`config.mk`:
```
export PLATFORM = sky130hd
export DESIGN_NAME = io_page_writer
export DESIGN_NICKNAME = d
export VERILOG_FILES = /design/src/rtl/io_page_writer.sv
export SDC_FILE = /design/constraint.sdc
export NUM_CORES = 1
export LEC_CHECK = 0
export CORE_ASPECT_RATIO = 1.25
export CORE_MARGIN = 3
export CORE_UTILIZATION = 28
export DETAILED_ROUTE_END_ITERATION = 12
export SLEW_MARGIN = 0
export SYNTH_ARGS = -nofsm -noshare
export SYNTH_HDL_FRONTEND = slang
export SYNTH_SLANG_ARGS = --single-unit
export TNS_END_PERCENT = 10
```
`constraint.sdc`:
```
create_clock -name clk -period 2.17 [get_ports clk]
set_clock_uncertainty 0.05 [all_clocks]
set_input_delay 0.434 -clock clk [delete_from_list [all_inputs] [get_ports clk]]
set_output_delay 0.434 -clock clk [all_outputs]
set_load 0.05 [all_outputs]
```
`src/rtl/io_page_writer.sv`:
```
// io_page_writer
//   Moves the last received UART key byte and a periodically refreshed
//   random byte into two fixed RAM locations. The writes use the shared
//   RAM write port, which is borrowed from the CPU through a request/grant
//   pair.
//
// Ports
//   clk          in   system clock, all logic on the rising edge
//   reset        in   synchronous, active-high reset
//   rx_valid     in   one-cycle strobe, rx_data holds a received byte
//   rx_data      in   [7:0] received byte
//   grant        in   RAM write port belongs to this block
//   ask_for_ram  out  request for the RAM write port
//   waddr        out  [10:0] RAM write address (0 when idle)
//   wdata        out  [7:0] RAM write data (0 when idle)
//   write_en     out  one-cycle RAM write strobe
//   overrun      out  sticky: a key byte was lost before reaching RAM
//   dbg_state_o  out  [2:0] current FSM state, for observation only
//
// Handshake: ask_for_ram is a level request. Once grant is seen high in
// REQ the burst runs to completion, regardless of grant, because the
// arbiter keeps the CPU paused until ask_for_ram falls. ask_for_ram always
// drops for one RELEASE cycle before a new request can be raised.
module io_page_writer #(
  parameter int unsigned RAND_PERIOD = 420000,
  parameter logic [7:0]  LFSR_SEED   = 8'hA5,
  parameter logic [10:0] KEY_ADDR    = 11'h0FF,
  parameter logic [10:0] RND_ADDR    = 11'h0FE
) (
  input  logic        clk,
  input  logic        reset,
  input  logic        rx_valid,
  input  logic [7:0]  rx_data,
  input  logic        grant,
  output logic        ask_for_ram,
  output logic [10:0] waddr,
  output logic [7:0]  wdata,
  output logic        write_en,
  output logic        overrun,
  output logic [2:0]  dbg_state_o
);

  typedef enum logic [2:0] {
    S_IDLE    = 3'd0,
    S_REQ     = 3'd1,
    S_WR_KEY  = 3'd2,
    S_WR_RND  = 3'd3,
    S_RELEASE = 3'd4
  } state_e;

  localparam logic [23:0] PERIOD_LAST = 24'(RAND_PERIOD - 1);

  state_e      state_q, state_d;
  logic [7:0]  lfsr_q, lfsr_d;
  logic [23:0] cnt_q;
  logic        key_pending_q, rnd_pending_q;
  logic [7:0]  key_byte_q, rnd_byte_q;
  logic        overrun_q;

  logic wrap;
  logic key_clr;
  logic rnd_clr;

  // Fibonacci LFSR, x^8+x^6+x^5+x^4+1: feedback from stages 8,6,5,4.
  assign lfsr_d  = {lfsr_q[6:0], lfsr_q[7] ^ lfsr_q[5] ^ lfsr_q[4] ^ lfsr_q[3]};
  assign wrap    = (cnt_q == PERIOD_LAST);
  assign key_clr = (state_q == S_WR_KEY);
  assign rnd_clr = (state_q == S_WR_RND);

  always_ff @(posedge clk) begin
    if (reset) begin
      state_q <= S_IDLE;
    end else begin
      state_q <= state_d;
    end
  end

  // Pending flags: a new byte in the same cycle as its write keeps the flag
  // set, so the newer byte is written in a later burst.
  always_ff @(posedge clk) begin
    if (reset) begin
      lfsr_q        <= LFSR_SEED;
      cnt_q         <= '0;
      key_pending_q <= 1'b0;
      rnd_pending_q <= 1'b0;
      key_byte_q    <= '0;
      rnd_byte_q    <= '0;
      overrun_q     <= 1'b0;
    end else begin
      lfsr_q <= lfsr_d;
      cnt_q  <= wrap ? '0 : cnt_q + 24'd1;

      if (rx_valid) begin
        key_pending_q <= 1'b1;
        key_byte_q    <= rx_data;
        if (key_pending_q && !key_clr) begin
          overrun_q <= 1'b1;
        end
      end else if (key_clr) begin
        key_pending_q <= 1'b0;
      end

      if (wrap) begin
        rnd_pending_q <= 1'b1;
        rnd_byte_q    <= lfsr_q;
      end else if (rnd_clr) begin
        rnd_pending_q <= 1'b0;
      end
    end
  end

  always_comb begin
    state_d     = state_q;
    ask_for_ram = 1'b0;
    write_en    = 1'b0;
    waddr       = '0;
    wdata       = '0;
    case (state_q)
      S_IDLE: begin
        if (key_pending_q || rnd_pending_q) begin
          state_d = S_REQ;
        end
      end
      S_REQ: begin
        ask_for_ram = 1'b1;
        if (grant) begin
          state_d = key_pending_q ? S_WR_KEY : S_WR_RND;
        end
      end
      S_WR_KEY: begin
        ask_for_ram = 1'b1;
        write_en    = 1'b1;
        waddr       = KEY_ADDR;
        wdata       = key_byte_q;
        state_d     = rnd_pending_q ? S_WR_RND : S_RELEASE;
      end
      S_WR_RND: begin
        ask_for_ram = 1'b1;
        write_en    = 1'b1;
        waddr       = RND_ADDR;
        wdata       = rnd_byte_q;
        state_d     = S_RELEASE;
      end
      S_RELEASE: begin
        state_d = S_IDLE;
      end
      default: begin
        state_d = S_IDLE;
      end
    endcase
  end

  assign overrun     = overrun_q;
  assign dbg_state_o = state_q;

endmodule

```
==> flow_summary.ini <==
[die]
rows = 37
initial_core_util_pct = 29.0
fp.dieW_um = 88.9
die_y_um = 110
ios = 37
core_mm2 = 0.00829
dieArea_mm2 = 0.00974

[sta]
period_minus_slack_ns = 2.06
finalHoldViolations = 0
rsz0062_at_grt = false
worst_pin_slew_ns = 0.521
period_share_pct = 95.0
max-slew-margin-rel_pct = 65.2
fin_hold_ws_ns = 0.406
slew_viol_final = 0
setup_viol = 0
timing.fmax_mhz = 485

[clock_network]
cts.htree.levels = 2
cts_buffers = 5
cts-root-buf = clkbuf_8
clk_pin_slew_worst_paths_ns = 0.09
tritoncts = done
clk_latency_ns = 0.30
clock_path_buffers = 2
postCtsHoldBufs = 0
cts_resized = 0
post_cts_buffers = 0
cts_num_sinks = 54

[worst_setup_path]
worstPathArrival_ns = 2.21
slowest_delay_ns = 0.58
cp_slowest_cell = or4_4
cp-end-kind = flip-flop
r2r_start = cnt_q[19]
reg2reg_depth = 5
r2r_slack_ns = 0.11
crit_path_start_kind = flip-flop
r2r_end = rnd_byte_q[4]
worstPathRequired_ns = 2.32
crit_path_start = cnt_q[19]
critical_path_class = reg -> reg
critical_path.max_fanout = 8
critPathCapture = rnd_byte_q[4]
path_cells = or4b_1, or4_4, buf_4, o21ai_0, a21oi_1

[yosys]
ys_ff_latch = 54
synthesis.area_mm2 = 0.00240
synth_flop_cell = dfxtp_1
synth_warnings = 0
syn_inst = 274
yosysTopAreaCell = dfxtp_1
yosysUniqueCellTypes = 34
syn_area_per_cell_um2 = 8.77
ys_seq_area_share_pct = 45.0
synth_edf_count = 0
async_reset_ff_share_pct = 0
synth_top_area_share_pct = 45.0
synth.area.top_cells = dfxtp_1 (45%), mux2i_1 (6.7%), nor2_1 (6.1%)

[route]
drc = 0
drt_iter0_drc = 78
viasPerCell = 4.81
wl_per_cell_um = 12.3
wl_um = 5020
drt_pre_antenna_iters = 4
antenna_left = 0
routed-via-count = 1957

[layout]
num-nets-final = 322
area_delta_synth_final_pct = 28.6
antenna_cells = 0
fillCellCount = 842
drive_gt1_share_pct = 19.7
final_cell_area_mm2 = 0.00309
fin_util_pct = 37.3

[grt]
grt_first_pass_wirelength_um = 8950
gr-total-overflow = 0
grt_max_degree = 25
grt_pass1_vias = 1937
antenna_found_initial = 0
grt.total_usage_pct = 11.5

[placement]
gp_congestion = 0.760
port_buffers = 33
postPlaceCellArea_mm2 = 0.00297
hpwlAfterDp_um = 3750

[power_and_ir_drop]
switching_share_pct = 24.4
ir_drop_mv = 0.250
powerDensity_mw_per_mm2 = 629
p_int_w = 0.00147
power_frac_comb_pct = 12.4
switchingPower_w = 0.000475
power_leakage_nw = 1.16
p_seq_share_pct = 53.7
clkPwrFrac_pct = 33.9

[flow_run]
cap_violations = 0

[hold_path]
hold_path_depth = 1
min_path_type = reg -> reg

[status]
status = completed
routing by layer:
layer  routed length [um]  GRT usage, %
met5                    0             0
met1                 2350          14.6
met2                 2380          18.8
met3                  213          2.70
met4                   78          4.21
sequential cells by signal (all words and copies together), names as in the netlist:
| register | flops |
|---|---|
| cnt_q | 24 |
| dbg_state_o | 3 |
| key_byte_q | 8 |
| key_pending_q | 1 |
| lfsr_q | 8 |
| overrun | 1 |
| rnd_byte_q | 8 |
| rnd_pending_q | 1 |
worst min-delay path by stage:
stage | start | end | slack, ns
global route | lfsr_q[6] | lfsr_q[7] | 0.43
global placement | lfsr_q[6] | lfsr_q[7] | 0.39
CTS | lfsr_q[6] | lfsr_q[7] | 0.41
finish | lfsr_q[6] | lfsr_q[7] | 0.41
floorplan | lfsr_q[1] | lfsr_q[2] | 0.37
detailed placement | lfsr_q[6] | lfsr_q[7] | 0.39
cells in the final DEF, fill, tap and decap left out, types with 2 or more instances in the layout:
master	instances
nand2_1	10
inv_1	4
nand4_1	5
clkdlybuf4s50_1	13
nand3_1	19
and4_1	8
nor2b_1	5
or3_1	5
dfxtp_1	53
xor2_1	12
o21ai_0	17
or2_2	3
a21oi_1	21
nor2_2	9
or4_1	3
nor2_1	30
clkinv_2	2
nand4b_1	2
and3_1	4
xnor2_1	4
nand2b_1	2
buf_4	23
buf_12	12
conb_1	3
mux2i_1	16
o31ai_1	2
nor3_1	4
clkbuf_8	5
or4b_1	2
worst max-delay path, delay by kind of cell, from the launching register on:
kind            cells  cell delay, ns
simple gates        2            1.13
compound gates      2            0.25
flops               1            0.35
buf+inv             1            0.18
layout make-up:
type | instances | area [um^2] | area share (%)
well taps | 97 | 121 | 3.93
inverters | 5 | 22.5 | 0.729
flip-flops and latches | 54 | 1080 | 35.0
repair buffers | 49 | 556 | 18.0
clock buffers | 5 | 68.8 | 2.23
multi-input cells | 194 | 1200 | 38.8
clock inverters | 3 | 40.0 | 1.30
through the flow:
step	setup WS, ns	total power (W)	cells	TNS (ns)
2_1_floorplan	-0.124	0.00123	276	-0.631
3_3_place_gp	0.102	0.00131	399	0
4_1_cts	0.0319	0.00197	407	0
5_1_grt	0.00508	0.00203	407	0
3_5_place_dp	0.0705	0.00131	399	0
6_report	0.108	0.00194	407	0
cells in the mapped netlist (all sizes together) (5+ instances only):
cell type / n
nand2: 10
nor2: 39
xor2: 12
nand4: 5
buf: 15
o21ai: 17
nand3: 19
clkbuf: 8
inv: 5
a21oi: 21
and4: 8
nor2b: 5
mux2i: 16
dfxtp: 54
or3: 5
power groups by stage:
| stage | clock network [W] | registers [W] | logic, W |
|---|---|---|---|
| final | 0.000658 | 0.00104 | 0.000242 |
| after global routing | 0.000720 | 0.00105 | 0.000264 |
| after CTS | 0.000681 | 0.00104 | 0.000246 |
| after detailed placement | 0 | 0.00107 | 0.000245 |
| after global placement | 0 | 0.00107 | 0.000243 |
| after floorplan | 0 | 0.00108 | 0.000154 |
cells by family (layout without fill, tap and decap cells):
logic type | Yosys count | in the layout | share of synthesized area (%)
DFF | 54 | 54 | 45.0
buffers and inverters | 28 | 62 | 6.61
other | 1 | 3 | 0.156
xor gates and xnor gates | 16 | 16 | 5.83
adders and majority gates | 1 | 1 | 0.520
muxes | 16 | 16 | 6.66
and+or+nand+nor | 115 | 115 | 25.2
AOI/OAI and AO/OA | 43 | 43 | 9.99
Power figures use the tool's default switching activity.
